===== src/rtl/fanin_pkg.sv =====
// Shared constants and index helpers for the child-to-root fan-in blocks.
// Pure definitions: no latency, no flow control.
// Imported by the arbiter and the collector top.
package fanin_pkg;

  localparam int NUM_CHILD_DEF = 5;
  localparam int DATA_W_DEF    = 16;

  // Wrap-around increment over 0..n-1.
  function automatic int next_idx(input int idx, input int n);
    return (idx == n - 1) ? 0 : idx + 1;
  endfunction

endpackage


===== src/rtl/rr_arbiter.sv =====
// Round-robin request picker: first requester at or after ptr, wrapping.
// Combinational, zero latency.
// No flow control of its own; the caller decides whether a grant is taken.
module rr_arbiter #(
  parameter int N     = 5,
  parameter int IDX_W = 3
) (
  input  logic [N-1:0]     req,
  input  logic [IDX_W-1:0] ptr,
  output logic [N-1:0]     gnt_onehot,
  output logic [IDX_W-1:0] gnt_idx,
  output logic             any
);

  int   cand;
  logic found;

  always_comb begin
    gnt_onehot = '0;
    gnt_idx    = '0;
    found      = 1'b0;
    cand       = 0;
    for (int k = 0; k < N; k++) begin
      cand = int'(ptr) + k;
      if (cand >= N) cand = cand - N;
      if (!found && req[cand]) begin
        found            = 1'b1;
        gnt_idx          = IDX_W'(cand);
        gnt_onehot[cand] = 1'b1;
      end
    end
  end

  assign any = |req;

endmodule


===== src/rtl/fanin_collector.sv =====
// Round-robin fan-in of child streams into one registered output word plus source index.
// Latency: 1 cycle from input accept to out_*; sustains 1 word/cycle.
// Backpressure: in_ready is zero whenever the output register is full and not being drained.
module fanin_collector
  import fanin_pkg::*;
#(
  parameter int NUM_CHILD = NUM_CHILD_DEF,
  parameter int DATA_W    = DATA_W_DEF,
  parameter int SRC_W     = $clog2(NUM_CHILD)
) (
  input  logic                        clk,
  input  logic                        rst,
  input  logic [NUM_CHILD-1:0]        in_valid,
  output logic [NUM_CHILD-1:0]        in_ready,
  input  logic [NUM_CHILD*DATA_W-1:0] in_data,
  output logic                        out_valid,
  input  logic                        out_ready,
  output logic [DATA_W-1:0]           out_data,
  output logic [SRC_W-1:0]            out_src,
  output logic [15:0]                 xfer_cnt
);

  logic [SRC_W-1:0]     ptr;
  logic [SRC_W-1:0]     gnt_idx;
  logic [NUM_CHILD-1:0] gnt_onehot;
  logic                 any_req;
  logic                 free;
  logic                 in_xfer;
  logic [DATA_W-1:0]    gnt_data;

  rr_arbiter #(
    .N     (NUM_CHILD),
    .IDX_W (SRC_W)
  ) u_arb (
    .req        (in_valid),
    .ptr        (ptr),
    .gnt_onehot (gnt_onehot),
    .gnt_idx    (gnt_idx),
    .any        (any_req)
  );

  assign free     = !out_valid || out_ready;
  // Reset also masks ready so no child sees a handshake that is then dropped.
  assign in_xfer  = free && any_req && !rst;
  assign in_ready = in_xfer ? gnt_onehot : '0;
  assign gnt_data = in_data[int'(gnt_idx)*DATA_W +: DATA_W];

  always_ff @(posedge clk) begin
    if (rst) begin
      out_valid <= 1'b0;
      out_data  <= '0;
      out_src   <= '0;
      ptr       <= '0;
      xfer_cnt  <= '0;
    end else if (in_xfer) begin
      out_valid <= 1'b1;
      out_data  <= gnt_data;
      out_src   <= gnt_idx;
      ptr       <= SRC_W'(next_idx(int'(gnt_idx), NUM_CHILD));
      xfer_cnt  <= xfer_cnt + 16'd1;
    end else if (out_ready) begin
      out_valid <= 1'b0;
    end
  end

endmodule


===== config.mk =====
export PLATFORM = sky130hd
export DESIGN_NAME = fanin_collector
export DESIGN_NICKNAME = d
export VERILOG_FILES = /design/src/rtl/fanin_pkg.sv /design/src/rtl/rr_arbiter.sv /design/src/rtl/fanin_collector.sv
export SDC_FILE = /design/constraint.sdc
export NUM_CORES = 1
export LEC_CHECK = 0
export BUFFER_PORTS_ARGS = -buffer_cell sky130_fd_sc_hd__buf_2
export CORE_ASPECT_RATIO = 2
export CORE_MARGIN = 8
export CORE_UTILIZATION = 56
export CTS_BUF_LIST = sky130_fd_sc_hd__clkbuf_16
export CTS_CLUSTER_DIAMETER = 100
export DETAILED_ROUTE_END_ITERATION = 10
export PLACE_DENSITY = 0.93
export RECOVER_POWER = 100
export SYNTH_ARGS = -nofsm -noshare
export SYNTH_HDL_FRONTEND = slang
export SYNTH_HIERARCHICAL = 1
export SYNTH_SLANG_ARGS = --single-unit

===== constraint.sdc =====
create_clock -name clk -period 14.34 [get_ports clk]
set_input_delay 0 -clock clk [delete_from_list [all_inputs] [get_ports clk]]
set_output_delay 0 -clock clk [all_outputs]
set_load 0.02 [all_outputs]

==> metrics.txt, run 1 <==
status=finished, violations left; failing checks=capacitance limit, slew limit; share of cells above drive strength 1=0.2388; ys flop type=dfxtp_1; min Tclk post-route=5.915 ns; Root Driver=clkbuf_16; Area Overhead vs Synth=23.26%; post-synthesis instance area=3820 um2; Site Rows=42; worst r2r src=ptr[0]$_SDFFE_PP0P_; most common cell after layout, fill and taps aside=buf_2; PD cells=264.4 nW/um2; Inserted Diodes=0; Max clock buf depth=2; first-pass GRT wire length=26950 um; CP startpoint=ptr[0]$_SDFFE_PP0P_; Reg area=slightly below 800 um2; Ports=roughly 130; Clock H-tree levels=2; Final Hold Viols=0; gpl congestion=1.065; # setup viols final=0; Routed Antenna Nets=0; Die Ht=132.8 um; Cells after Synth=between 400 and 500; top-area cell type share of the netlist area=0.2044; drt via density=7.210; TritonRoute pass-1 iters=7; Worst IR Drop VDD=0.1975 mV; Final Net Count=680; EDFF count, synth=0; WP data required=14.49 ns; Worst slew margin=-0.1071; syn avg cell area=between 8 and 9 um2; Yosys Warn Count=6; CTS tree=built; dominant cell type by area after synthesis=dfxtp_1; Critical Path Fanout Max=23; area of the multi-input gates=2810 um2; Seq cells post-synth=39; Worst Setup EP=out_data[11]$_SDFFE_PP0P_; Critical R2R Capture=out_data[11]$_SDFFE_PP0P_; Fillers=approximately 550; CTS Buf Count=5; Port-buffer cells=128; R2R Setup Slk=8.43 ns; clock skew=0.007296 ns; Sink Count=39; Avg WL per Cell=approximately 26 um; most frequent cells in the layout=90 x buf_2, 49 x nand2_1, 40 x clkbuf_1, 39 x dfxtp_1, 29 x a21oi_1; top achievable clock speed=169.1 MHz; syn_nets=555; Startpoint Class=flip-flop; period utilization=0.4125; Core Footprint=6621 um2; initial core utilization=0.5769; synth top area cells=dfxtp_1 20%, mux4_2 11%, nand2_1 4.8%, a221o_1 4.7%, ha_1 4.6%; Clock transition at path regs=0.06 ns; crit path DAT=6.06 ns; Unique masters post-synth=75; max-slew violations=22; Total GRT Usage=0.3564; placed wire-length estimate=11260 um; worst min-delay path class=primary input to flip-flop; leak pwr=1.893 nW; crit end category=flip-flop; Min Hold Slack=between 0.1 and 0.15 ns; gr ovfl total=0; number of global-route vias before repair=between 4000 and 5000; Die X=74.40 um; sequential share of the synthesized area=0.2044; Max Cap Viol=1; DR vias=4802; largest net degree at the start of global routing=36; Fin Setup TNS=0 ns; R2R depth=12; RSZ-0062 raised after global routing=false; Post-CTS Resized=0; initial antenna violation count=0; Clock Latency Late Sink=0.29 ns; die area=about 10000 um2; Post-synth ARST share=0; initial DRC count=630; Crit Path Class=flip-flop to flip-flop; Post-route DRC=0; Routed WL=17460 um; Worst-Margin Slew=1.661 ns
==> repair_timing <==
item	CTS	global route
hold buffers	16	0
endpoints found under the hold margin	16	0
setup buffers	0	0
==> routing by layer <==
| metal | vias up | wire [um] | GRT usage | share of wire |
|---|---|---|---|---|
| li1 | 1990 | - | - | - |
| met4 | 0 | 1576 | 0.2407 | 0.090 |
| met5 | - | 0 | 0 | 0 |
| met3 | 151 | 1914 | 0.09235 | 0.11 |
| met2 | 457 | 8555 | 0.5990 | 0.49 |
| met1 | 2204 | 5414 | 0.3645 | 0.31 |
==> cells in the mapped netlist, drive strengths merged, types with 6 or more instances <==
cell type,instances
o211ai,8
clkbuf,16
nand3,11
ha,14
nand2b,11
o31ai,10
nand2,49
or4,6
nor4,6
dfxtp,39
o21ai,19
a21oi,31
mux2i,7
nor3,12
nor2b,6
and3,9
xnor2,8
and2,18
buf,16
mux4,18
or3,7
nand3b,6
a221o,18
inv,14
nor2,26
==> area by class of cell <==
class / count / share of cell area
Timing Repair Buffer: 150 / 0.1680
Tap cell: 88 / 0.02339
Clock buffer: 5 / 0.02657
Multi-Input combinational cell: 367 / 0.5969
Sequential cell: 39 / 0.1658
Clock inverter: 3 / 0.008238
Inverter: 14 / 0.01116
==> worst min path at each step <==
| stage | start | endpoint | slack [ns] | cells past startpoint |
|---|---|---|---|---|
| 2_1_floorplan | in_data[78] | out_data[14]$_SDFFE_PP0P_ | 0.14 | 1 |
| 3_3_place_gp | in_data[73] | out_data[9]$_SDFFE_PP0P_ | 0.22 | 2 |
| 3_5_place_dp | in_data[74] | out_data[10]$_SDFFE_PP0P_ | 0.23 | 2 |
| 4_1_cts | out_ready | out_valid$_SDFFE_PP0P_ | 0.12 | 4 |
| 5_1_grt | out_ready | out_valid$_SDFFE_PP0P_ | 0.14 | 4 |
| 6_report | out_ready | out_valid$_SDFFE_PP0P_ | 0.12 | 4 |
==> cell families after synthesis <==
group / after synthesis / synth area share
flip-flops: 39 / 0.2044
XOR/XNOR: 11 / 0.03014
buffers and inverters: 46 / 0.05634
adder cells (fa/ha/maj): 15 / 0.05110
AO/OA/AOI/OAI: 138 / 0.2843
multiplexers: 26 / 0.1274
AND/OR/NAND/NOR: 177 / 0.2463
==> power by group <==
part | leakage [nW] | switching (mW) | total (mW) | internal, mW
logic | 1.49 | 0.577 | 0.967 | 0.390
registers | 0.319 | 0.0160 | 0.150 | 0.134
clock network | 0.0812 | 0.0462 | 0.127 | 0.0812
==> per-stage QoR <==
stage | setup WS (ns) | power (mW) | util | area (um2) | cells
2_1_floorplan | 9.763 | 0.8489 | - | 3820 | 452
3_3_place_gp | 9.874 | 1.010 | 0.6735 | 4459 | 642
3_5_place_dp | 9.621 | 1.048 | 0.6735 | 4459 | 642
4_1_cts | 9.638 | 1.183 | 0.7224 | 4783 | 666
5_1_grt | 8.119 | 1.296 | 0.7111 | 4708 | 666
6_report | 8.425 | 1.245 | 0.7111 | 4708 | 666
==> registers in the layout, summed over array words and instances, names as in the netlist <==
name and cells:
out_data 16, xfer_cnt 16, out_src 3, ptr 3
out_valid 1
==> critical path: stages, from the launching register on <==
cell	delay (ns)
dfxtp_1	0.33
inv_1	0.25
ha_1	0.93
mux2i_1	0.26
mux2i_1	0.12
a221oi_1	0.45
a31o_1	0.30
nor3b_1	0.62
a32oi_1	0.15
o221ai_2	0.10
clkbuf_1	1.22
mux4_2	0.65
a221o_1	0.38
No activity file was read; power rests on OpenSTA's default activity.
==> inputs of run 2 (changes only) <==
- CORE_UTILIZATION: 56 -> 47
- PLACE_DENSITY: 0.93 -> 0.83
- clock period: 14.34 -> 5.05 ns (I/O delays scaled with it)
==> run 2 against run 1 <==
The run now ends clean. Combinational power grew to 2.8 times the previous value. Non-clock buffer count is 9 higher. Routed wire length down 12%. Setup slack worse by 8.0 ns. Final cell count is 2.6% higher. Hold slack worse by 0.046 ns. Critical path type is now flip-flop to output pin.
==> metrics.txt, run 2 (synthesis results as in run 1) <==
status=completed; R2R depth=14; Worst path max stage delay=between 0.6 and 0.7 ns; Final Util=0.6084; initial DRC count=363; Final WS setup=0.4542 ns; WP data required=5.05 ns; end of the worst hold path=out_valid$_SDFFE_PP0P_; Hold Startpoint=out_ready; gpl congestion=about 1.0; DR vias=4404; min Tclk post-route=4.596 ns; area of the multi-input gates=2805 um2; combinational share of power=0.779; Placed Area=4549 um2; most common cell after layout, fill and taps aside=buf_2; Sink Count=39; pre-CTS setup slack=just over 0.8 ns; Worst IR Drop VDD=around 0.55 mV; Fillers=between 600 and 700; Post-CTS Resized=0; Final Net Count=689; Routed WL=15440 um; Startpoint Class=flip-flop; die area=11440 um2; Site Rows=46; Post-route DRC=0; initial antenna violation count=0; RSZ-0062 raised after global routing=false; Critical R2R Capture=out_data[7]$_SDFFE_PP0P_; Port-buffer cells=128; crit path max-delay cell type=ha_1; period utilization=0.9101; Total GRT Usage=0.2659; CP dominant cell by count=mux2i_1; most frequent cells in the layout=89 x buf_2, 49 x nand2_1, 39 x clkbuf_1, 39 x dfxtp_1, 30 x a21oi_1; drt via density=roughly 6.4; Clock H-tree levels=2; Root Driver=clkbuf_16; clock skew=0.003866 ns; Die Ht=143.5 um; Area Overhead vs Synth=25.58%; final non-filler cell total=683; worst r2r src=ptr[1]$_SDFFE_PP0P_; number of global-route vias before repair=4564; Ports=129; post-route cell area=4797 um2; Clock transition at path regs=approximately 0.06 ns; critical path, cell by cell=inv_1 > ha_1 > mux2i_1 > mux2i_1 > a221oi_1 > a31o_1 > o211ai_1 > or4_1 > or3_1 > o31ai_1 > and3_1 > clkbuf_1; Hold Buf Count CTS=16; Crit Path Class=flip-flop to output pin; largest net degree at the start of global routing=27; # setup viols final=0; leak pwr=1.943 nW; WP buf/inv=2; Max clock buf depth=2; TritonRoute pass-1 iters=6; initial core utilization=0.4844; PD cells=731.6 nW/um2; Max Cap Viol=0; crit end category=output pin; crit path DAT=4.60 ns; CTS tree=built; Core Footprint=7885 um2; setup bufs post-CTS=0; switching share of power=0.4883; Avg WL per Cell=around 23 um; Final Total Pwr=3.509 mW; max-slew violations=0; R2R Setup Slk=0.50 ns; kind of cell adding the most delay to the critical path=simple AND/OR/NAND/NOR gates; Clock Power Share=0.100; Fin Setup TNS=0 ns; gr ovfl total=0; Die X=79.75 um; switching power=1.714 mW; Cells on Worst Hold Path=4; top achievable clock speed=between 200 and 250 MHz; Min Hold Slack=0.07841 ns; Worst-Margin Slew=1.209 ns; Routed Antenna Nets=0; internal power=1.796 mW; top flop regs=out_data x16, xfer_cnt x16; Clock Latency Late Sink=0.28 ns; Reg power frac=0.121; Final Hold Viols=0; Reg area=780.7 um2; Worst slew margin=0.1912; Placed Cells=approximately 660; worst min-delay path class=primary input to flip-flop; placed wire-length estimate=around 12000 um; first-pass GRT wire length=23680 um; Critical Path Fanout Max=16; share of cells above drive strength 1=0.2474; CTS Buf Count=5
-- run 2: cell count changes in the layout (fill, tap and decap cells not counted), sizes merged --
cell,previous run,this run
diode,0,1
inv,14,15
buf,94,104
clkinv,2,0
clkbuf,45,44
-- run 2: worst reg2reg max path, stage by stage (launching register included) --
cell and delay, ns:
dfxtp_1 0.47, inv_1 0.10, ha_1 0.27, inv_1 0.08
ha_1 0.30, a21oi_1 0.15, o31ai_1 0.50, a221oi_1 0.14
a31o_1 0.32, o211ai_1 0.19, and2b_1 0.31, a211o_1 0.26
o2bb2ai_1 0.16, nor2_1 0.93, a221o_1 0.31
-- run 2: cell type report --
| cell class | count | area share |
|---|---|---|
| inverters | 14 | 0.01095 |
| clock inverters | 2 | 0.007042 |
| repair buffers | 159 | 0.1828 |
| diodes | 1 | 0.0005216 |
| well taps | 96 | 0.02504 |
| multi-input cells | 367 | 0.5848 |
| flip-flops and latches | 39 | 0.1628 |
| clock buffers | 5 | 0.02608 |
-- run 2: how the worst max path moves through the flow --
stage | start | end | slack [ns] | cells past startpoint
6_report | ptr[1]$_SDFFE_PP0P_ | in_ready[3] | 0.45 | 12
5_1_grt | ptr[1]$_SDFFE_PP0P_ | out_data[7]$_SDFFE_PP0P_ | 0.19 | 14
4_1_cts | ptr[1]$_SDFFE_PP0P_ | out_data[14]$_SDFFE_PP0P_ | 0.77 | 12
3_5_place_dp | ptr[1]$_SDFFE_PP0P_ | out_data[14]$_SDFFE_PP0P_ | 0.80 | 12
3_3_place_gp | ptr[1]$_SDFFE_PP0P_ | ptr[0]$_SDFFE_PP0P_ | 0.88 | 16
2_1_floorplan | ptr[0]$_SDFFE_PP0P_ | out_data[10]$_SDFFE_PP0P_ | 0.47 | 16
-- run 2: power groups by stage --
stage                     registers, mW  logic (mW)  clock network [mW]
after global routing              0.430        2.93               0.366
after global placement            0.421        2.66                   0
final                             0.424        2.73               0.351
after CTS                         0.420        2.69               0.355
after floorplan                   0.489        1.92                   0
after detailed placement          0.424        2.68                   0
-- run 2: per-layer routing --
layer / vias to the layer above / track usage / wire, um
li1: 1999 / - / -
met1: 2059 / 0.2493 / 4880
met2: 264 / 0.4788 / 8205
met3: 82 / 0.05820 / 1106
met4: 0 / 0.2046 / 1246
met5: - / 0 / 0
==> inputs of run 3 (changes only) <==
- CORE_MARGIN: 8 -> not set
- SYNTH_HIERARCHICAL: 1 -> not set
==> run 3 against run 2 <==
Core utilization is 0.47 points lower. Count of clock-buffer cells in the layout stayed put. Sequential share of layout area hardly changed. Fmax is 1.7% lower. Via count is 1.8% lower. First-iteration DRC count is 5.8% lower.
==> metrics.txt, run 3 <==
Seq cells post-synth=39; Worst IR Drop VDD=between 0.5 and 0.6 mV; crit path DAT=approximately 4.7 ns; Post-route DRC=0; top-area cell type share of the netlist area=0.2016; Post-CTS Resized=0; Post-synth ARST share=0; Worst-Margin Slew=1.156 ns; Sink Count=39; Final Hold Viols=0; switching power=approximately 1.9 mW; Clock transition at path regs=0.06 ns; most common cell after layout, fill and taps aside=buf_2; Core Footprint=7943 um2; drt via density=6.143; worst r2r src=ptr[1]$_SDFFE_PP0P_; Reg power frac=0.113; Cells on Worst Hold Path=3; initial DRC count=342; largest net degree at the start of global routing=37; syn avg cell area=8.155 um2; Die X=66.20 um; max-slew violations=0; period utilization=0.9258; Worst slew margin=0.2262; Max clock buf depth=2; number of global-route vias before repair=4354; TritonRoute pass-1 iters=5; combinational share of power=0.804; Site Rows=46; Fin Setup TNS=0 ns; sequential share of the synthesized area=0.2016; switching share of power=0.5181; WP data required=5.05 ns; Port-buffer cells=128; Critical R2R Capture=out_data[5]$_SDFFE_PP0P_; Ports=around 130; min Tclk post-route=4.675 ns; Yosys Warn Count=0; count leader, synth=mux2i_1; first-pass GRT wire length=roughly 21000 um; share of cells above drive strength 1=0.2056; Unique masters post-synth=73; initial core utilization=0.4877; EDFF count, synth=0; # setup viols final=0; leak pwr=2.115 nW; CTS Buf Count=5; crit end category=output pin; PD cells=784.4 nW/um2; CTS tree=built; Clock H-tree levels=2; Clock Power Share=0.082; top flop regs=out_data x16, xfer_cnt x16; clock skew=0.007124 ns; Cells after Synth=~480; ys flop type=dfxtp_1; top achievable clock speed=213.9 MHz; Inserted Diodes=0; post-synthesis instance area=3874 um2; Final Net Count=716; post-route cell area=4795 um2; Total GRT Usage=0.3287; R2R Setup Slk=around 0.42 ns; Area Overhead vs Synth=23.77%; initial antenna violation count=0; RSZ-0062 raised after global routing=false; R2R depth=13; Routed Antenna Nets=0; gpl congestion=~1; worst min-delay path class=primary input to flip-flop; die area=around 8600 um2; dominant cell type by area after synthesis=dfxtp_1; most frequent cells in the layout=88 x buf_2, 55 x mux2i_1, 43 x nand2_1, 41 x clkbuf_1, 39 x dfxtp_1; syn_nets=between 500 and 600; Startpoint Class=flip-flop; placed wire-length estimate=10600 um; Fillers=743; Min Hold Slack=about 0.026 ns; Worst Setup EP=in_ready[1]; Critical Path Fanout Max=12; Clock Latency Late Sink=approximately 0.29 ns; gr ovfl total=0; Crit Path Class=flip-flop to output pin; Routed WL=around 14000 um; CP startpoint=ptr[1]$_SDFFE_PP0P_; Die Ht=about 130 um; Max Cap Viol=0; DR vias=4325; Synth top cells by count=55 x mux2i_1, 43 x nand2_1, 39 x dfxtp_1; Root Driver=clkbuf_16; internal power=1.812 mW; synth top area cells=dfxtp_1 20%, mux2i_1 14%, ha_1 6.5%, nand2_1 4.2%, a221o_1 4.1%; status=completed; Placed Area=between 4000 and 5000 um2; Avg WL per Cell=~20 um
run 3: worst min-delay path by stage:
stage                      from                   endpoint  slack [ns]
floorplan           in_valid[1]     out_valid$_SDFFE_PP0P_        0.13
global placement    in_data[67]   out_data[3]$_SDFFE_PP0P_        0.22
detailed placement  in_data[67]   out_data[3]$_SDFFE_PP0P_        0.23
CTS                 in_data[79]  out_data[15]$_SDFFE_PP0P_        0.02
global route        in_data[79]  out_data[15]$_SDFFE_PP0P_        0.03
finish              in_data[79]  out_data[15]$_SDFFE_PP0P_        0.03
run 3: cells by family after synthesis:
| kind of cell | Yosys count | share of synthesized area |
|---|---|---|
| fa+ha+maj | 21 | 0.06977 |
| mux | 61 | 0.1654 |
| simple gates | 183 | 0.2435 |
| xor+xnor | 18 | 0.04070 |
| flops | 39 | 0.2016 |
| buf+inv | 46 | 0.05943 |
| compound gates | 107 | 0.2196 |
run 3: layout make-up:
class,instances,area (um2),share of cell area
well taps,96,120.1,0.02505
inverters,16,60.06,0.01253
multi-input cells,390,2865,0.5976
repair buffers,155,827.0,0.1725
clock inverters,3,16.27,0.003392
flip-flops and latches,39,780.7,0.1628
clock buffers,5,125.1,0.02610
run 3: what timing repair did:
action / 4_1_cts / 5_1_grt
hold buffers: 15 / 0
endpoints found under the hold margin: 15 / 0
buffers inserted: 0 / 0
run 3: metrics by stage:
stage	cells	worst slack, ns	util	power, mW
4_1_cts	704	0.5688	0.6115	3.745
6_report	704	0.3748	0.6037	3.761
3_3_place_gp	681	0.7806	0.5748	3.368
2_1_floorplan	475	1.067	-	2.720
3_5_place_dp	681	0.6304	0.5748	3.416
5_1_grt	704	0.1110	0.6037	3.991
run 3: worst max-delay path, stage by stage, from the launching register on:
cell      delay, ns
dfxtp_1        0.31
inv_1          0.32
ha_1           0.33
inv_1          0.06
ha_1           0.24
a21oi_1        0.45
o22ai_1        0.26
nand3_1        0.19
o21ai_1        0.16
or4_1          0.67
nor4_2         0.47
nand2_1        0.14
or3_1          0.34
a41oi_1        0.17
clkbuf_1       0.26
run 3: metal layers:
layer  up-vias  GRT usage  routed length (um)
met5         -          0                   0
met4         0     0.2854                1163
met3        67    0.05469                 749
met2       203     0.6014                7349
met1      2037     0.3013                4554
li1       2018          -                   -
run 3: power by group through the flow:
stage,combinational (mW),sequential [mW],clock (mW)
floorplan,2.21,0.508,0
global placement,2.94,0.426,0
detailed placement,2.99,0.426,0
CTS,3.01,0.423,0.310
global route,3.24,0.432,0.323
finish,3.03,0.426,0.309
